$ cat src/rtl/cart_mbc1.sv
// ----------------------------------------------------------------------------
// cart_mbc1 - cycle-level MBC1 cartridge, responder side of the external
// cartridge bus.
//
// The console pins are registered on clk1 and every decode works from the
// registered copies. A write is latched while WR is low and committed once on
// the WR rising edge. Reads are answered one cycle after sampling, so the
// pin-to-pin latency is two clk1 edges.
//
// Ports
//   clk1, nreset       clock, asynchronous active-low reset
//   a, d_in            console address / data pins
//   nrd, nwr, ncs      console RD / WR / CS strobes (active low)
//   d_out, d_oe        read data returned to the console and its enable
//   rom_a, rom_d       ROM array address / combinational read data
//   ram_a, ram_d       SRAM array address / combinational read data
//   ram_wd, ram_we     SRAM write data / one-cycle write strobe
// ----------------------------------------------------------------------------
module cart_mbc1 #(
    parameter int ROM_AW      = 21,
    parameter int RAM_PRESENT = 1
) (
    input  logic              clk1,
    input  logic              nreset,
    input  logic [15:0]       a,
    input  logic [7:0]        d_in,
    output logic [7:0]        d_out,
    output logic              d_oe,
    input  logic              nrd,
    input  logic              nwr,
    input  logic              ncs,
    output logic [ROM_AW-1:0] rom_a,
    input  logic [7:0]        rom_d,
    output logic [14:0]       ram_a,
    input  logic [7:0]        ram_d,
    output logic [7:0]        ram_wd,
    output logic              ram_we
);

    localparam logic HAS_RAM = (RAM_PRESENT != 0);

    // Registered pin copies
    logic [15:0] a_q;
    logic [7:0]  d_q;
    logic        nrd_q, nwr_q, ncs_q;

    // Write latch
    logic [15:0] wa_q, wa_d;
    logic [7:0]  wd_q, wd_d;
    logic        wcs_q, wcs_d;
    logic        wpend_q, wpend_d;

    // MBC1 registers
    logic        ram_en_q, ram_en_d;
    logic [4:0]  bank1_q, bank1_d;
    logic [1:0]  bank2_q, bank2_d;
    logic        mode_q, mode_d;

    // Read path
    logic        d_oe_q, d_oe_d;
    logic [7:0]  d_out_q, d_out_d;

    logic        commit;
    logic        ram_wr_hit;
    logic        ram_rd_hit;
    logic [1:0]  bank_hi;
    logic [4:0]  bank1_eff;
    logic [20:0] rom_full;

    // ------------------------------------------------------------------
    // Input stage
    // ------------------------------------------------------------------
    always_ff @(posedge clk1 or negedge nreset) begin
        if (!nreset) begin
            a_q   <= '0;
            d_q   <= '0;
            nrd_q <= 1'b1;
            nwr_q <= 1'b1;
            ncs_q <= 1'b1;
        end else begin
            a_q   <= a;
            d_q   <= d_in;
            nrd_q <= nrd;
            nwr_q <= nwr;
            ncs_q <= ncs;
        end
    end

    // First sampled WR-high cycle after a low pulse commits the latched write.
    assign commit     = wpend_q & nwr_q;
    assign ram_wr_hit = commit & (wa_q[15:13] == 3'b101) & wcs_q & ram_en_q & HAS_RAM;
    assign ram_rd_hit = (a_q[15:13] == 3'b101) & ~ncs_q & ram_en_q & HAS_RAM;

    // ------------------------------------------------------------------
    // Write latch and register commit
    // ------------------------------------------------------------------
    always_comb begin
        wa_d     = wa_q;
        wd_d     = wd_q;
        wcs_d    = wcs_q;
        wpend_d  = wpend_q;
        ram_en_d = ram_en_q;
        bank1_d  = bank1_q;
        bank2_d  = bank2_q;
        mode_d   = mode_q;

        if (!nwr_q) begin
            // Keep re-capturing while WR is low; the last sample wins.
            wa_d    = a_q;
            wd_d    = d_q;
            wcs_d   = ~ncs_q;
            wpend_d = 1'b1;
        end else if (commit) begin
            wpend_d = 1'b0;
            unique case (wa_q[15:13])
                3'b000:  ram_en_d = (wd_q[3:0] == 4'hA);
                3'b001:  bank1_d  = wd_q[4:0];
                3'b010:  bank2_d  = wd_q[1:0];
                3'b011:  mode_d   = wd_q[0];
                default: ;
            endcase
        end
    end

    always_ff @(posedge clk1 or negedge nreset) begin
        if (!nreset) begin
            wa_q     <= '0;
            wd_q     <= '0;
            wcs_q    <= 1'b0;
            wpend_q  <= 1'b0;
            ram_en_q <= 1'b0;
            bank1_q  <= '0;
            bank2_q  <= '0;
            mode_q   <= 1'b0;
        end else begin
            wa_q     <= wa_d;
            wd_q     <= wd_d;
            wcs_q    <= wcs_d;
            wpend_q  <= wpend_d;
            ram_en_q <= ram_en_d;
            bank1_q  <= bank1_d;
            bank2_q  <= bank2_d;
            mode_q   <= mode_d;
        end
    end

    // ------------------------------------------------------------------
    // Address mapping
    // ------------------------------------------------------------------
    assign bank_hi   = mode_q ? bank2_q : 2'b00;
    // Only the 5 bank1 bits are tested for zero, so 0x20/0x40/0x60 -> +1.
    assign bank1_eff = (bank1_q == 5'd0) ? 5'd1 : bank1_q;
    assign rom_full  = a_q[14] ? {bank2_q, bank1_eff, a_q[13:0]}
                               : {bank_hi, 5'd0, a_q[13:0]};

    generate
        if (ROM_AW <= 21) begin : g_rom_trunc
            assign rom_a = rom_full[ROM_AW-1:0];
        end else begin : g_rom_ext
            assign rom_a = {{(ROM_AW-21){1'b0}}, rom_full};
        end
    endgenerate

    // The SRAM address follows the latched write address only in the
    // strobe cycle; otherwise it tracks the live bus address for reads.
    assign ram_a  = {bank_hi, ram_wr_hit ? wa_q[12:0] : a_q[12:0]};
    assign ram_we = ram_wr_hit;
    assign ram_wd = wd_q;

    // ------------------------------------------------------------------
    // Read path
    // ------------------------------------------------------------------
    always_comb begin
        d_oe_d  = nwr_q & ~nrd_q & (~a_q[15] | ram_rd_hit);
        d_out_d = 8'hFF;
        if (!a_q[15])
            d_out_d = rom_d;
        else if (ram_rd_hit)
            d_out_d = ram_d;
    end

    always_ff @(posedge clk1 or negedge nreset) begin
        if (!nreset) begin
            d_oe_q  <= 1'b0;
            d_out_q <= 8'hFF;
        end else begin
            d_oe_q  <= d_oe_d;
            d_out_q <= d_out_d;
        end
    end

    assign d_oe  = d_oe_q;
    assign d_out = d_out_q;

endmodule

$ cat config.mk
export PLATFORM = sky130hd
export DESIGN_NAME = cart_mbc1
export DESIGN_NICKNAME = d
export VERILOG_FILES = /design/src/rtl/cart_mbc1.sv
export SDC_FILE = /design/constraint.sdc
export NUM_CORES = 1
export LEC_CHECK = 0
export CAP_MARGIN = 20
export CORE_ASPECT_RATIO = 1.2
export CORE_MARGIN = 1
export CORE_UTILIZATION = 25
export DETAILED_ROUTE_END_ITERATION = 10
export SLEW_MARGIN = 20
export SYNTH_ARGS = -nofsm -noshare
export SYNTH_HDL_FRONTEND = slang
export SYNTH_SLANG_ARGS = --single-unit
$ cat constraint.sdc
create_clock -name clk1 -period 2.2 [get_ports clk1]
set_input_delay 0.22 -clock clk1 [delete_from_list [all_inputs] [get_ports clk1]]
set_output_delay 0.22 -clock clk1 [all_outputs]
set_load 0.02 [all_outputs]
Word-level counts from Yosys, hierarchy flattened
Index checks and enable logic that the tools add are counted.
W data, S select, Z words.
{"block": "op_classes", "eq_ne": 7, "div": 0, "n_mux": 8, "shifts": 0, "reduce_logical": 6, "magnitude_cmp": 0, "multipliers": 0, "addsub": 0, "n_bitwise": 12}
{"operator": "$mux W21", "count": 1}
{"operator": "$mux W8", "count": 2}
{"operator": "$mux W13", "count": 1}
{"operator": "$reduce_and A3 Y1", "count": 4}
{"operator": "$and A1 B1 Y1", "count": 8}
{"operator": "$eq A3 B2 Y1 const B", "count": 2}
{"operator": "$eq A3 B3 Y1 const B", "count": 2}
{"operator": "$logic_not A5 Y1", "count": 1}
{"operator": "$mux W5", "count": 1}
{"operator": "$eq A4 B4 Y1 const B", "count": 1}
{"operator": "$eq A3 B1 Y1 const B", "count": 1}
{"operator": "$logic_not A3 Y1", "count": 1}
{"operator": "$not A1 Y1", "count": 3}
{"operator": "$mux W1", "count": 2}
{"operator": "$mux W2", "count": 1}
{"operator": "$ne A2 B1 Y1 const B", "count": 1}
{"operator": "$or A1 B1 Y1", "count": 1}
{"block": "totals", "out_inout_bits": 54, "inputBits": 45, "regBits": 71, "ramBits": 0, "word_cells": 48, "mem_bits_ro": 0, "memories": 0, "latch_bits": 0}

Longest topological paths before layout
{"block": "depth", "word_depth": 5, "mapped_depth": 5, "depth_no_buf": 3}

Worst setup path before layout
No wires, ideal clock.
{"block": "synth_timing", "kind": "register to output", "from": "register nwr_q", "to": "output port ram_a[10]", "t_arrival_ns": 1.542, "n_path_buf": 2, "t_required_ns": 1.980, "stages_incl_launch_ff": 6, "path_slack_ns": 0.438, "path_cell_list": "dfstp_2 > buf_6 > nand2_4 > nor3_4 > buf_8 > mux2_4"}
{"block": "synth_between", "elab_chain_len": 5}
{"item": "from (decl)", "line_no": "45", "source": "logic nrd_q, nwr_q, ncs_q;"}
{"item": "from (signal assigned)", "line_no": "84", "source": "nwr_q <= nwr;"}
{"item": "$and A1 B1 Y1", "line_no": "90", "source": "assign commit = wpend_q & nwr_q;"}
{"item": "$and A1 B1 Y1 (3 in a row)", "line_no": "91", "source": "assign ram_wr_hit = commit & (wa_q[15:13] == 3'b101) & wcs_q & ram_en_q & HAS_RAM;"}
{"item": "via ram_we", "line_no": "37", "source": "output logic ram_we"}
{"item": "$mux W13", "line_no": "166", "source": "assign ram_a = {bank_hi, ram_wr_hit ? wa_q[12:0] : a_q[12:0]};"}
{"item": "to (decl)", "line_no": "34", "source": "output logic [14:0] ram_a,"}
The timed path passes the listed nets, and every way through them passes these cells.

Worst setup path in the final report
{"block": "layout_timing", "from": "register nwr_q", "to": "output port ram_a[12]"}
{"block": "layout_between", "elab_chain_len": 5}
{"item": "$and A1 B1 Y1", "line_no": "90"}
{"item": "$and A1 B1 Y1 (3 in a row)", "line_no": "91"}
{"item": "$mux W13", "line_no": "166"}
No other way between the ends.

==> impl.org <==
** Global routing
- After global routing the overflow that remains totals 0.
- Global routing usage summed across all routing layers :: 0.1076
- Entering global routing, the biggest net connects 40 pins.
- Via count of the first global-routing pass :: 1759
- Initial antenna violation count :: 0
- First-pass GRT wire length :: 9.080 mm

** Placement
- Buffers placed on the I/O ports in this run total 98.
- Routability-driven placement finished with a final weighted congestion of 0.6687.
- Timing analysis after detailed placement gives a worst setup slack of 0.06732 ns.
- Summing all placed instances gives a cell area of 0.003810 mm².
- Post-DP HPWL :: 3.898 mm

** Finish
- The finished cells cover 0.004069 mm².
- 0 antenna diodes ended up in the layout.
- Area Overhead vs Synth :: 47.82%
- In the final design database the tool counted 313 nets.
- Share of cells above drive strength 1 :: 0.3590

** Timing
- Final Hold Fails :: 0
- Number of slew-limit violations in the final report :: 0
- Across the routed clock network, the largest skew measured is 0.005731 ns.
- At the pin with the least slew margin, the transition time is 0.5174 ns.
- Setup_tns :: 0 ns
- F_max :: 486.4 MHz
- Max-Slew Margin vs Limit :: 0.6551
- Across all setup checks in the final design, the least slack found is 0.1442 ns.
- Shortest period the worst path allows :: 2.056 ns
- Final count of negative-setup-slack endpoints :: 0
- Unrepaired setup endpoints after global routing :: no
- Ratio of final minimum period to clock period :: 0.9345

** Flow run
- Max-capacitance violation count :: 0

** Yosys
- Number of flip-flops and latches in the synthesized netlist :: 71
- Synth Cell Area :: 0.002753 mm²
- Synth Area per Inst :: 16.19 µm²
- Most common flop cell mapped by yosys :: dfrtp_1
- In the synthesized netlist, the cells that appear most often are 60 x dfrtp_1, 37 x mux2_2, 14 x buf_4.
- The biggest area contributor in the post-synthesis netlist is dfrtp_1.
- YS warnings :: 0
- Largest cells by area after synthesis :: dfrtp_1 55%, mux2_2 15%, dfstp_2 11%, mux2_4 4.9%, buf_4 3.8%
- Portion of the post-synthesis area used by sequential elements :: 0.6505
- Yosys mapped a number of flops with a built-in enable equal to 0.
- The synthesized netlist contains 26 unique library cells.
- Of all flip-flops after synthesis, the portion carrying an async set or reset was 1.000.
- In the post-synthesis netlist, the cell with the most instances is dfrtp_1.
- Cells after synthesis :: 170
- Area share of the largest cell type after synthesis :: 0.5455
- Counting every net in the synthesized netlist gives 215.

** Pwr
- Switching power as a share of total power :: 0.2536
- For this design the static power due to leakage is 0.001691 µW.
- Fraction of power consumed by sequential logic :: 0.452
- Of the total power, combinational logic draws 0.178.
- Net Switching :: 871.4 µW
- The internal power of the cells totals 2565 µW.
- The share of total power dissipated in the clock network is 0.370.
- Post-layout power :: 3436 µW
- VDD sags by at most 0.2912 mV.
- Cell area power density :: 844.4 mW/mm²

** Detailed routing
- The routed design uses 328 µm of met3 wire.
- The detailed router placed 1706 vias in this run.
- Wire length on met2 :: 2.881 mm
- # DRC :: 16
- The detailed router used layers up to and including met4.
- Iteration count of the initial detailed-routing pass :: 7
- For this block, wires on met1 add up to 2.250 mm.
- After detailed routing, the number of vias per cell comes to 4.244.
- Count of nets left with antenna violations after detail routing :: 0
- WL per Instance :: 13.94 µm
- In this run, the number of DRC markers left after iteration 0 of detailed routing was 52.
- Total detailed-routing wirelength :: 5.604 mm

** Setup path
- Crit path DAT :: 1.84 ns
- Slowest Stage Delay on Critical Path :: 0.55 ns
- Maximum fanout along the worst path :: 7
- The critical path goes through nand2_4 > nor3_4 > buf_6 > buf_12 > mux2_2 > buf_2.
- STA puts the critical path data required time at 1.98 ns.
- STA classifies the critical path startpoint as a flop.
- Worst-path cell with the longest stage delay :: dfstp_2
- Critical path endpoint category :: primary output
- WS Path Type :: flop to primary output

** Outcome
- The final reports fail on design-rule violations.
- The run finished, with violations left.

** CTS
- The longest clock path from root to sink contains 2 buffers.
- Clock tree synthesis inserted a total of 9 buffers.
- TritonCTS clock tree :: yes
- Clock network latency to the later pin of the worst-skew pair :: 0.33 ns
- The tree built by TritonCTS fans out to 71 sinks.
- The root buffer cell chosen for the clock tree is clkbuf_16.
- Clock-pin slew reported for the worst setup and hold paths after clock tree synthesis :: 0.06 ns
- H-tree level count :: 3

** Die
- In this run the count of I/O pins placed on the die edge is 99.
- The die is 116.9 µm tall.
- The die is 97.79 µm wide.
- For this configuration, the core starts out at a cell density of 0.2592.
- Number of placement rows :: 41
- Area of the die :: 0.01144 mm²
- The core region is 0.01062 mm².

** Hold path
- Worst min-delay path class :: input pin to flop
## flip-flops by register name (all words and copies together), names as in the netlist
name and count:
a_q 16, bank1_q 5, bank2_q 2, d_oe 1
d_out 8, d_q 8, mode_q 1, ncs_q 1
nrd_q 1, nwr_q 1, ram_en_q 1, ram_wd 8
wa_q 16, wcs_q 1, wpend_q 1
## placed cells by master (no fill, tap or decap), drive strengths merged
master and n:
a211oi 1, a21oi 1, and2 6, and2b 1
buf 12, clkbuf 19, clkdlybuf4s50 83, clkinv 3
clkinvlp 3, dfrtp 60, dfstp 11, dlygate4sd2 1
dlygate4sd3 1, inv 1, mux2 46, nand2 2
nand2b 1, nand3 1, nand4 1, nor2 1
nor3 2, nor3b 1, nor4 2, nor4bb 2
o21a 3, o22a 8
## final timing paths
path                                       from                endpoint  slack (ns)  depth (start not counted)
max in group asynchronous                nreset         nrd_q$_DFF_PN1_        1.19                          3
max reg2reg                wa_q[15]$_DFFE_PN0N_  bank2_q[0]$_DFFE_PN0P_        0.62                          4
min                                         nrd         nrd_q$_DFF_PN1_        0.30                          1
min in group asynchronous                nreset        a_q[3]$_DFF_PN0_        0.40                          2
min reg2reg                    d_q[1]$_DFF_PN0_   ram_wd[1]$_DFFE_PN0N_        0.47                          1
max                             nwr_q$_DFF_PN1_               ram_a[12]        0.14                          6
## logic make-up after synthesis
logic type | after synthesis | synth area share
flops | 71 | 0.6505
mux | 46 | 0.2005
simple gates | 20 | 0.05682
buf+inv | 20 | 0.05409
compound gates | 13 | 0.03818
## stage by stage
stage	instances	hold slack, ns	util
final	402	0.2974	0.3832
after floorplan	170	-0.07559	-
after detailed placement	383	0.2305	0.3588
after CTS	402	0.2821	0.3893
after global routing	402	0.2815	0.3832
after global placement	383	0.2363	0.3588
## critical path, delay by kind of cell (launching register included)
family                 cells  cell delay (ns)
buffers and inverters      3             0.44
flip-flops                 1             0.55
multiplexers               1             0.33
AND/OR/NAND/NOR            2             0.20
## repair_timing
item                                    CTS  global route
gates resized for setup                  34            14
endpoints found under the hold margin    36             0
buffers inserted                          1             0
endpoints found under the setup margin   14            13
pin swaps                                 1             0
hold buffers                              1             0
cloned                                    1             0
## layer usage
layer  vias up  global-route usage
met4         0             0.07374
li1        783                   -
met2        59              0.1806
met5         -                   0
met3        11             0.03147
met1       853              0.1199
## area by class of cell
cell class              count  area [µm²]
well taps                 129       161.4
inverters                   1       3.754
multi-input cells          79       823.3
clock buffers              10       229.0
clock inverters             6       37.54
flip-flops and latches     71        1790
fillers                  1023        6550
repair buffers            106        1023
## power by group through the flow
stage               clock network [µW]  logic [µW]  registers [µW]
floorplan                            0         305            1570
global placement                     0         624            1570
detailed placement                   0         630            1580
CTS                               1330         630            1560
global route                      1400         656            1570
finish                            1270         612            1550
(Power assumes the default switching activity.)
